## config.mk

```make
export PLATFORM = sky130hd
export DESIGN_NAME = keyboard_matrix_emu_flat
export DESIGN_NICKNAME = d
export VERILOG_FILES = /design/src/rtl/keyboard_matrix_emu_if.sv /design/src/rtl/keyboard_matrix_emu.sv /design/src/flat_wrapper.sv
export SDC_FILE = /design/constraint.sdc
export NUM_CORES = 1
export LEC_CHECK = 0
export CORE_ASPECT_RATIO = 0.5
export CORE_MARGIN = 5
export CORE_UTILIZATION = 38
export CTS_CLUSTER_DIAMETER = 40
export DETAILED_ROUTE_END_ITERATION = 12
export PLACE_DENSITY = 0.64
export RECOVER_POWER = 50
export SLEW_MARGIN = 20
export SYNTH_ARGS = -nofsm -noshare
export SYNTH_HDL_FRONTEND = slang
export SYNTH_SLANG_ARGS = --single-unit
```

## constraint.sdc

```tcl
create_clock -name o2 -period 2.17 [get_ports o2]
set_clock_uncertainty 0.05 [all_clocks]
set_input_delay 0.217 -clock o2 [delete_from_list [all_inputs] [get_ports o2]]
set_output_delay 0.217 -clock o2 [all_outputs]
set_load 0.05 [all_outputs]
```

## src/rtl/keyboard_matrix_emu_if.sv

```systemverilog
`default_nettype none
// ============================================================================
// Module      : keyboard_matrix_emu_if
// Description : Host/scanner-facing signal bundle of the keyboard matrix
//               emulator. The master side is the host plus scanner, the
//               slave side is the emulator itself.
// Revision    : 1.0 - initial release
// ============================================================================
interface keyboard_matrix_emu_if #(
    parameter int SCAN_W     = 4,
    parameter int FIFO_DEPTH = 4
);
    localparam int CNT_W = $clog2(FIFO_DEPTH) + 1;

    logic [SCAN_W-1:0] key_scan_L;
    logic              key_valid;
    logic [SCAN_W-1:0] key_code;
    logic              key_shift;
    logic              key_ready;
    logic              kr1_L;
    logic              kr2_L;
    logic              key_active;
    logic [CNT_W-1:0]  fifo_count;

    modport master (
        output key_scan_L, key_valid, key_code, key_shift,
        input  key_ready, kr1_L, kr2_L, key_active, fifo_count
    );

    modport slave (
        input  key_scan_L, key_valid, key_code, key_shift,
        output key_ready, kr1_L, kr2_L, key_active, fifo_count
    );
endinterface
`default_nettype wire

```

## src/rtl/keyboard_matrix_emu.sv

```systemverilog
`default_nettype none
// ============================================================================
// Module      : keyboard_matrix_emu
// Description : Keyboard-side emulation of the POKEY key matrix. Buffers key
//               events, holds each one for a number of full scan cycles and
//               answers the scanner on kr1_L / kr2_L combinationally.
// Revision    : 1.0 - initial release
// ============================================================================
module keyboard_matrix_emu #(
    parameter int SCAN_W     = 4,
    parameter int FIFO_DEPTH = 4,
    parameter int HOLD_SCANS = 3,
    parameter int GAP_SCANS  = 2,
    parameter int SHIFT_SCAN = 15
) (
    input  wire logic            o2,
    input  wire logic            rst_L,
    keyboard_matrix_emu_if.slave kb
);
    localparam int PTR_W  = $clog2(FIFO_DEPTH);
    localparam int CNT_W  = PTR_W + 1;
    localparam int HG_MAX = (HOLD_SCANS > GAP_SCANS) ? HOLD_SCANS : GAP_SCANS;
    localparam int SC_W   = $clog2(HG_MAX + 1);

    localparam logic [SCAN_W-1:0] C_SCAN_LAST = '1;
    localparam logic [SCAN_W-1:0] C_SHIFT     = SCAN_W'(SHIFT_SCAN);
    localparam logic [CNT_W-1:0]  C_FULL      = CNT_W'(FIFO_DEPTH);

    typedef enum logic [1:0] {
        S_IDLE    = 2'd0,
        S_PRESS   = 2'd1,
        S_RELEASE = 2'd2
    } state_t;

    state_t            state_q;
    logic [SCAN_W-1:0] cur_code_q;
    logic              cur_shift_q;
    logic [SC_W-1:0]   scan_cnt_q;
    logic              key_active_q;
    logic [SCAN_W-1:0] scan_prev_q;

    logic [SCAN_W:0]   mem_q [FIFO_DEPTH];
    logic [PTR_W-1:0]  wr_ptr_q;
    logic [PTR_W-1:0]  rd_ptr_q;
    logic [CNT_W-1:0]  count_q;
    logic [CNT_W-1:0]  count_d;

    logic [SCAN_W-1:0] w_scan_dec;
    logic              w_scan_evt;
    logic              w_full;
    logic              w_push;
    logic              w_pop;

    assign w_scan_dec = ~kb.key_scan_L;
    // One event per pass: the first cycle the scanner sits on its last position.
    assign w_scan_evt = (w_scan_dec == C_SCAN_LAST) && (scan_prev_q != C_SCAN_LAST);
    assign w_full     = (count_q == C_FULL);
    assign w_push     = kb.key_valid && !w_full;
    assign w_pop      = (state_q == S_IDLE) && (count_q != '0);

    assign kb.key_ready  = !w_full;
    assign kb.fifo_count = count_q;
    assign kb.key_active = key_active_q;
    // Return lines follow the scan lines with no delay so the scanner samples them on the same edge.
    assign kb.kr1_L = !((state_q == S_PRESS) && (w_scan_dec == cur_code_q));
    assign kb.kr2_L = !((state_q == S_PRESS) && cur_shift_q && (w_scan_dec == C_SHIFT));

    // Occupancy moves only when exactly one of push/pop happens.
    always_comb begin
        count_d = count_q;
        case ({w_push, w_pop})
            2'b10:   count_d = count_q + CNT_W'(1);
            2'b01:   count_d = count_q - CNT_W'(1);
            default: count_d = count_q;
        endcase
    end

    // Event storage; contents need no reset because occupancy gates every read.
    always_ff @(posedge o2) begin
        if (w_push) begin
            mem_q[wr_ptr_q] <= {kb.key_shift, kb.key_code};
        end
    end

    // FIFO pointers and count; pointers wrap naturally at the power-of-two depth.
    always_ff @(posedge o2 or negedge rst_L) begin
        if (!rst_L) begin
            wr_ptr_q <= '0;
            rd_ptr_q <= '0;
            count_q  <= '0;
        end else begin
            if (w_push) wr_ptr_q <= wr_ptr_q + PTR_W'(1);
            if (w_pop)  rd_ptr_q <= rd_ptr_q + PTR_W'(1);
            count_q <= count_d;
        end
    end

    // Remember the previous decoded scan to detect arrival at the last position.
    always_ff @(posedge o2 or negedge rst_L) begin
        if (!rst_L) begin
            scan_prev_q <= '0;
        end else begin
            scan_prev_q <= w_scan_dec;
        end
    end

    // Press/release sequencing. In PRESS the first scan event only closes the
    // partial scan seen on entry, so HOLD_SCANS+1 events end the hold.
    always_ff @(posedge o2 or negedge rst_L) begin
        if (!rst_L) begin
            state_q      <= S_IDLE;
            cur_code_q   <= '0;
            cur_shift_q  <= 1'b0;
            scan_cnt_q   <= '0;
            key_active_q <= 1'b0;
        end else begin
            case (state_q)
                S_IDLE: begin
                    if (w_pop) begin
                        cur_code_q   <= mem_q[rd_ptr_q][SCAN_W-1:0];
                        cur_shift_q  <= mem_q[rd_ptr_q][SCAN_W];
                        scan_cnt_q   <= '0;
                        key_active_q <= 1'b1;
                        state_q      <= S_PRESS;
                    end
                end
                S_PRESS: begin
                    if (w_scan_evt) begin
                        if (scan_cnt_q == SC_W'(HOLD_SCANS)) begin
                            scan_cnt_q   <= '0;
                            key_active_q <= 1'b0;
                            state_q      <= S_RELEASE;
                        end else begin
                            scan_cnt_q <= scan_cnt_q + SC_W'(1);
                        end
                    end
                end
                S_RELEASE: begin
                    if (w_scan_evt) begin
                        if (scan_cnt_q == SC_W'(GAP_SCANS - 1)) begin
                            scan_cnt_q <= '0;
                            state_q    <= S_IDLE;
                        end else begin
                            scan_cnt_q <= scan_cnt_q + SC_W'(1);
                        end
                    end
                end
                default: begin
                    scan_cnt_q   <= '0;
                    key_active_q <= 1'b0;
                    state_q      <= S_IDLE;
                end
            endcase
        end
    end
endmodule
`default_nettype wire
```

## src/flat_wrapper.sv

```systemverilog
// flat-port wrapper written by rule: the top's interface ports become plain ports
module keyboard_matrix_emu_flat 
#(
    parameter int SCAN_W     = 4,
    parameter int FIFO_DEPTH = 4,
    parameter int HOLD_SCANS = 3,
    parameter int GAP_SCANS  = 2,
    parameter int SHIFT_SCAN = 15
)
  (o2, rst_L, kb_key_scan_L, kb_key_valid, kb_key_code, kb_key_shift, kb_key_ready, kb_kr1_L, kb_kr2_L, kb_key_active, kb_fifo_count);
  keyboard_matrix_emu_if #(.SCAN_W(SCAN_W), .FIFO_DEPTH(FIFO_DEPTH)) kb_i ();
  input  wire logic o2;
  input  wire logic rst_L;
  input wire logic [$bits(kb_i.key_scan_L)-1:0] kb_key_scan_L;
  input wire logic [$bits(kb_i.key_valid)-1:0] kb_key_valid;
  input wire logic [$bits(kb_i.key_code)-1:0] kb_key_code;
  input wire logic [$bits(kb_i.key_shift)-1:0] kb_key_shift;
  output wire logic [$bits(kb_i.key_ready)-1:0] kb_key_ready;
  output wire logic [$bits(kb_i.kr1_L)-1:0] kb_kr1_L;
  output wire logic [$bits(kb_i.kr2_L)-1:0] kb_kr2_L;
  output wire logic [$bits(kb_i.key_active)-1:0] kb_key_active;
  output wire logic [$bits(kb_i.fifo_count)-1:0] kb_fifo_count;
  assign kb_i.key_scan_L = kb_key_scan_L;
  assign kb_i.key_valid = kb_key_valid;
  assign kb_i.key_code = kb_key_code;
  assign kb_i.key_shift = kb_key_shift;
  assign kb_key_ready = kb_i.key_ready;
  assign kb_kr1_L = kb_i.kr1_L;
  assign kb_kr2_L = kb_i.kr2_L;
  assign kb_key_active = kb_i.key_active;
  assign kb_fifo_count = kb_i.fifo_count;
  keyboard_matrix_emu #(.SCAN_W(SCAN_W), .FIFO_DEPTH(FIFO_DEPTH), .HOLD_SCANS(HOLD_SCANS), .GAP_SCANS(GAP_SCANS), .SHIFT_SCAN(SHIFT_SCAN)) u_core (.o2(o2), .rst_L(rst_L), .kb(kb_i));
endmodule
```

* After elaboration in Yosys (flattened, before gate mapping)
Memory sizes are Yosys's and may differ from the RTL's. A register that Yosys moved wholly into a read port is not among the register bits. Cells that the tools add are included.
Cells by class: mux-type cells 19, add/sub/neg operators 5, bitwise gates (word level) 2, equal/unequal tests 15, reduce and logical (&&, ||, !) cells 17
Operators by type and width (number):
- $mux W2 | 10
- $pmux W2 S3 | 2
- $ne A2 B1 Y1 const B | 4
- $add A2 B1 Y2 const B | 3
- $eq A2 B1 Y1 const B | 3
- $eq A2 B2 Y1 const B | 3
- $logic_and A1 B1 Y1 | 6
- $pmux W3 S2 | 1
- $mux W1 | 5
- $reduce_and A5 Y1 | 1
- $eq A4 B4 Y1 | 1
- $eq A4 B4 Y1 const B | 1
- $logic_not A1 Y1 | 4
- $ne A4 B4 Y1 const B | 1
- $not A4 Y4 | 1
- $reduce_and A4 Y1 | 1
- $add A3 B1 Y3 const B | 1
- $eq A3 B3 Y1 const B | 1
- $pmux W1 S3 | 1
- $reduce_and A3 Y1 | 1
- $reduce_bool A3 Y1 | 1
- $sub A3 B1 Y3 const B | 1
- $logic_not A2 Y1 | 1
- $ne A2 B2 Y1 const B | 1
- 3 further kinds | 3
Storage, ports and cells: register bits after elaboration 16, memories kept 1, input bits 12, logic and storage cells 66, output and inout bits 7, bits in writable memories 20
Memories:
- u_core.mem_q | depth 4, width 5, rd ports 1, clocked after Yosys merged registers in 1, wr ports 1, line keyboard_matrix_emu.sv:42 | logic [SCAN_W:0] mem_q [FIFO_DEPTH];

* Longest topological paths before layout
depth in word-level cells 5, depth in mapped cells 10, gate-level depth less buffers 10

* Worst setup path before layout
Ideal clock, no wire load.
path kind register to register, start point register u_core.count_q[2], in the netlist u_core.kb.fifo_count[2], end point register u_core.count_q[2], in the netlist u_core.kb.fifo_count[2], setup slack -0.612 ns, library setup time 0.082 ns, period minus slack after synthesis 2.782 ns, stages on the path, launching flop included 10, data required time 2.038 ns, arrival time 2.650 ns, buffers on the path 0, cell sequence dfrtp_1 -> nand3_1 -> and2_1 -> inv_1 -> ha_1 -> inv_1 -> fa_1 -> xor2_1 -> nor2_1 -> xor2_1
Between the ends: word-level cells in the longest chain between the ends 5, elaborated cells on any way between the ends 11, classes of those cells add/sub: 2; eq/ne: 3; mux: 1; reduce/logical: 5
RTL lines:
- start, declared | line keyboard_matrix_emu.sv:45 | logic [CNT_W-1:0] count_q;
- start signal, assigned | line keyboard_matrix_emu.sv:94 | count_q <= count_d;
- $eq A3 B3 Y1 (*) | line keyboard_matrix_emu.sv:57 | assign w_full = (count_q == C_FULL);
- $logic_not A1 Y1 (*)
- via kb_key_ready | line flat_wrapper.sv:18 | output wire logic [$bits(kb_i.key_ready)-1:0] kb_key_ready;
- $logic_and A1 B1 Y1 (*) | line keyboard_matrix_emu.sv:58 | assign w_push = kb.key_valid && !w_full;
- $eq A2 B1 Y1 / $eq A2 B2 Y1 (equally long branches) | line keyboard_matrix_emu.sv:71 | case ({w_push, w_pop})
- $pmux W3 S2 / $reduce_bool A2 Y1 (equally long branches)
Mark *: on every way through the listed nets, which the timed path passes. The rest lies on a longest branch. A chain may end at the register's enable or synchronous reset.

* Worst setup path after layout
start point register u_core.state_q[0], end point register u_core.count_q[2], in the netlist u_core.kb.fifo_count[2]
Between the ends: word-level cells in the longest chain between the ends 4, elaborated cells on any way between the ends 6, classes of those cells eq/ne: 2; mux: 1; reduce/logical: 3
RTL lines:
- start, declared | line keyboard_matrix_emu.sv:35 | state_t state_q;
- start signal, assigned | line keyboard_matrix_emu.sv:111 | state_q <= S_IDLE;
- start signal, assigned | line keyboard_matrix_emu.sv:124 | state_q <= S_PRESS;
- start signal, assigned | line keyboard_matrix_emu.sv:132 | state_q <= S_RELEASE;
- $logic_not A2 Y1 (*) | line keyboard_matrix_emu.sv:59 | assign w_pop = (state_q == S_IDLE) && (count_q != '0);
- $logic_and A1 B1 Y1 (*) | line keyboard_matrix_emu.sv:59
- $eq A2 B1 Y1 / $eq A2 B2 Y1 (equally long branches) | line keyboard_matrix_emu.sv:71
- $pmux W3 S2 / $reduce_bool A2 Y1 (equally long branches)
Every way passes the cells marked *; elsewhere a longest branch is shown, timed or not.

==> key figures <==
Outcome
  – Outcome: completed

Power
  – Maximum VDD drop: between 400 and 500 uV
  – Leakage power: between 0.8 and 0.9 nW
  – Power density over cell area: between 1000 and 1500 nW/um^2

Route
  – Post-DR wirelength/cell: between 10 and 15 um
  – Routed vias: between 1000 and 1500
  – Drc violations: 0
  – Final wirelength: 2960 um
  – Via density: ~4.6
  – Final ANT Viol Nets: 0
  – Metal-1 WL: approximately 1400 um
  – Routed wl met3: about 120 um
  – Highest metal used: met4
  – Pre-antenna DRT Iters: 4
  – Met2 WL post-DR: between 1000 and 1500 um
  – DR iter-0 viols: 23

STA
  – Tcrit/Tclk final: between 90% and 100%
  – Hold Vio Cnt, Final: 0
  – Max Slew Vio Count: 0
  – Final TNS setup: 0 ps
  – Measured slew at the worst slew-check pin: roughly 1100 ps
  – RSZ-0062 raised after global routing: false
  – Crit path time final: around 2000 ps
  – Number of setup violations in the final report: 0
  – Peak Freq: a little under 500 MHz
  – Relative slew slack: ~27%

Flow run
  – Max-cap violations: 0

Logic synthesis
  – Mux contribution to synthesized area: 10.1%
  – Synth Area in Compound Gates: around 4.8%
  – Syn Inst Count: between 100 and 150
  – Cell variety after synth: 31
  – Sequential share of the synthesized area: about three fifths
  – Post-Synth Adder-Cell Area: under 10%
  – Avg Cell Area, Syn: roughly 15 sq um
  – Synth warn: 0
  – Yosys reg bits: ~40
  – Net Count, Synth: around 150
  – Post-Synthesis Cell Area: between 1500 and 2000 sq um
  – Largest family of logic cells by synthesized area: multiplexers
  – Simple-gate portion of the synthesized area: ~7.7%
  – Post-Synth XOR/XNOR Area: under 10%

Setup path
  – Crit end category: flop
  – CP Data Arrival Time: about 2200 ps
  – Crit Path Class: flop to flop
  – Crit path launch type: flop
  – Reg2reg end: u_core.kb.fifo_count[2]$_DFFE_PN0P_
  – Critical path fanouts, max: 4
  – Critical Path RT: around 2300 ps
  – Worst flop-to-flop path startpoint: u_core.state_q[0]$_DFFE_PN0P_
  – Critical path buffer and inverter count: 2
  – Crit-path slowest cell: dfrtp_1
  – R2R Setup Slk: between 100 and 150 ps
  – Worst path max stage delay: 410 ps
  – Crit path max-delay family: adder cells
  – FF-to-FF path depth: 9
  – Critical path cell sequence: inv_1 > ha_2 > nor2b_2 > ha_2 > inv_1 > fa_2 > xor2_1 > nor2_1 > xor2_1

Clock tree
  – Clock tree root driver cell: clkbuf_8
  – H-tree level count: 2
  – CTS Buffer Depth: 2
  – CTS tree: built
  – Worst-Skew Late Latency: about 280 ps
  – Clock sink count: between 40 and 50
  – Num CTS Buffers: 5
  – Clock-pin slew on the worst setup and hold paths: 70 ps

Placement
  – IO buf count: 18
  – Post-Place Cells: ~220
  – Routability cong.: 0.729
  – HPWL after DPL: approximately 2300 um

Die
  – Starting Density: 38.7%
  – Die height: between 50 and 60 um
  – Number of core rows: 18
  – Die area: around 6500 sq um
  – Die X-Extent: between 100 and 150 um
  – I/O pins: 19
  – Core box area: between 4000 and 5000 sq um

Global route
  – Vias in the first global route: about 1100
  – First-pass GRT wire length: about 5100 um
  – Initial antenna violation count: 0
  – Overflow left after global routing: 0
  – Global Route Usage Sum: 10.4%
  – Pin count of the biggest net entering global routing: 22

Finish
  – Share of post-route cells with drive strength above 1: approximately 25%
  – Most frequent cells in the layout: edfxtp_1 (20), dfrtp_1 (18), inv_1 (14), ha_1 (9), dlygate4sd3_1 (9)
  – Commonest non-fill, non-tap cell in the layout: edfxtp_1
  – Diode count: 0
  – Nets: 176
  – Fill count: ~440
  – Synth-to-Final Area Change: 19.5%
  – Final non-filler cell total: around 220

Worst hold path
  – Hold worst-path end: u_core.kb.key_active$_DFFE_PN0P_
  – Hold Crit Start: u_core.kb.key_active$_DFFE_PN0P_
  – WHS Path Cells: 1
  – Hold Path Class: flop to flop
==> what timing repair did <==
item	CTS	global route
resized for setup	0	2
buffers inserted	0	0
hold buffers	0	0
setup endpoints to repair	0	1
==> stage by stage <==
| step | area, sq um | setup WS [ps] | utilization [%] | hold slack [ps] | power [mW] |
|---|---|---|---|---|---|
| 4_1_cts | 2240 | 56.9 | 46.3 | 223 | 3.13 |
| 3_5_place_dp | 2160 | 80.3 | 44.5 | 464 | 2.67 |
| 2_1_floorplan | 1900 | 6.60 | - | -129 | 2.32 |
| 3_3_place_gp | 2160 | 173 | 44.5 | 459 | 2.62 |
| 6_report | 2240 | 134 | 46.3 | 481 | 3.09 |
| 5_1_grt | 2240 | 2.99 | 46.3 | 504 | 3.33 |
==> state kept, by name (all words and copies together) (netlist names) <==
signal and flops:
u_core.kb.fifo_count 3, u_core.state_q 2, u_core.kb.key_active 1, u_core.mem_q 20, u_core.wr_ptr_q 2, u_core.cur_code_q 4
u_core.rd_ptr_q 2, u_core.scan_cnt_q 2, u_core.cur_shift_q 1, u_core.scan_prev_q 4
==> cell usage after synthesis (all sizes together) <==
library cell | instances | area [sq um]
o32a | 2 | 21.3
o21ai | 4 | 20.0
nor3 | 5 | 35.0
fa | 1 | 20.0
mux2i | 1 | 10.0
and3 | 4 | 25.0
nor4 | 1 | 21.3
ha | 11 | 138
nand3 | 3 | 15.0
edfxtp | 20 | 601
xor2 | 4 | 35.0
inv | 16 | 60.1
a22oi | 1 | 12.5
mux4 | 5 | 113
o22ai | 1 | 6.26
o31ai | 1 | 7.51
mux2 | 6 | 67.6
nor2 | 1 | 3.75
nand4 | 1 | 6.26
o41ai | 1 | 16.3
and2 | 2 | 12.5
buf | 3 | 20.0
dfrtp | 21 | 526
xnor2 | 6 | 52.6
nor2b | 1 | 6.26
a31oi | 1 | 6.26
nand2 | 5 | 18.8
==> how the worst max path moves through the flow <==
stage                                         from                                  end  slack [ps]  depth (start not counted)
2_1_floorplan  u_core.kb.fifo_count[0]$_DFFE_PN0P_  u_core.kb.fifo_count[2]$_DFFE_PN0P_           7                         10
3_3_place_gp         u_core.state_q[0]$_DFFE_PN0P_  u_core.kb.fifo_count[2]$_DFFE_PN0P_         170                          9
3_5_place_dp         u_core.state_q[0]$_DFFE_PN0P_  u_core.kb.fifo_count[2]$_DFFE_PN0P_          80                          9
4_1_cts              u_core.state_q[0]$_DFFE_PN0P_  u_core.kb.fifo_count[2]$_DFFE_PN0P_          60                          9
5_1_grt              u_core.state_q[1]$_DFFE_PN0P_  u_core.kb.fifo_count[2]$_DFFE_PN0P_           3                          9
6_report             u_core.state_q[0]$_DFFE_PN0P_  u_core.kb.fifo_count[2]$_DFFE_PN0P_         130                          9
==> logic make-up after synthesis <==
| family | count (synthesis) |
|---|---|
| AO/OA/AOI/OAI | 11 |
| buffers and inverters | 19 |
| XOR/XNOR | 10 |
| adder cells (fa/ha/maj) | 12 |
| multiplexers | 12 |
| AND/OR/NAND/NOR | 23 |
| flip-flops | 41 |
==> per-layer routing <==
metal | vias to the layer above | GRT usage [%]
li1 | 504 | -
met2 | 12 | 16.7
met3 | 2 | 3.24
met5 | - | 0
met1 | 504 | 13.2
met4 | 0 | 4.26
==> power by group <==
group	internal [mW]	total, mW	leakage [nW]	switching (mW)
combinational	0.640	1.34	0.404	0.702
sequential	1.08	1.29	0.431	0.207
clock	0.223	0.459	0.0450	0.236
total	1.94	3.09	0.880	1.14
==> area by class of cell <==
class                           count  area, sq um  area share, %
Sequential cell                    41         1130           50.4
Clock buffer                        6         72.6           3.24
Clock inverter                      2         10.0          0.447
Tap cell                           70         87.6           3.91
Multi-Input combinational cell     68          694           31.0
Timing Repair Buffer               20          186           8.32
Inverter                           16         60.1           2.68
Power figures use the tool's default switching activity.
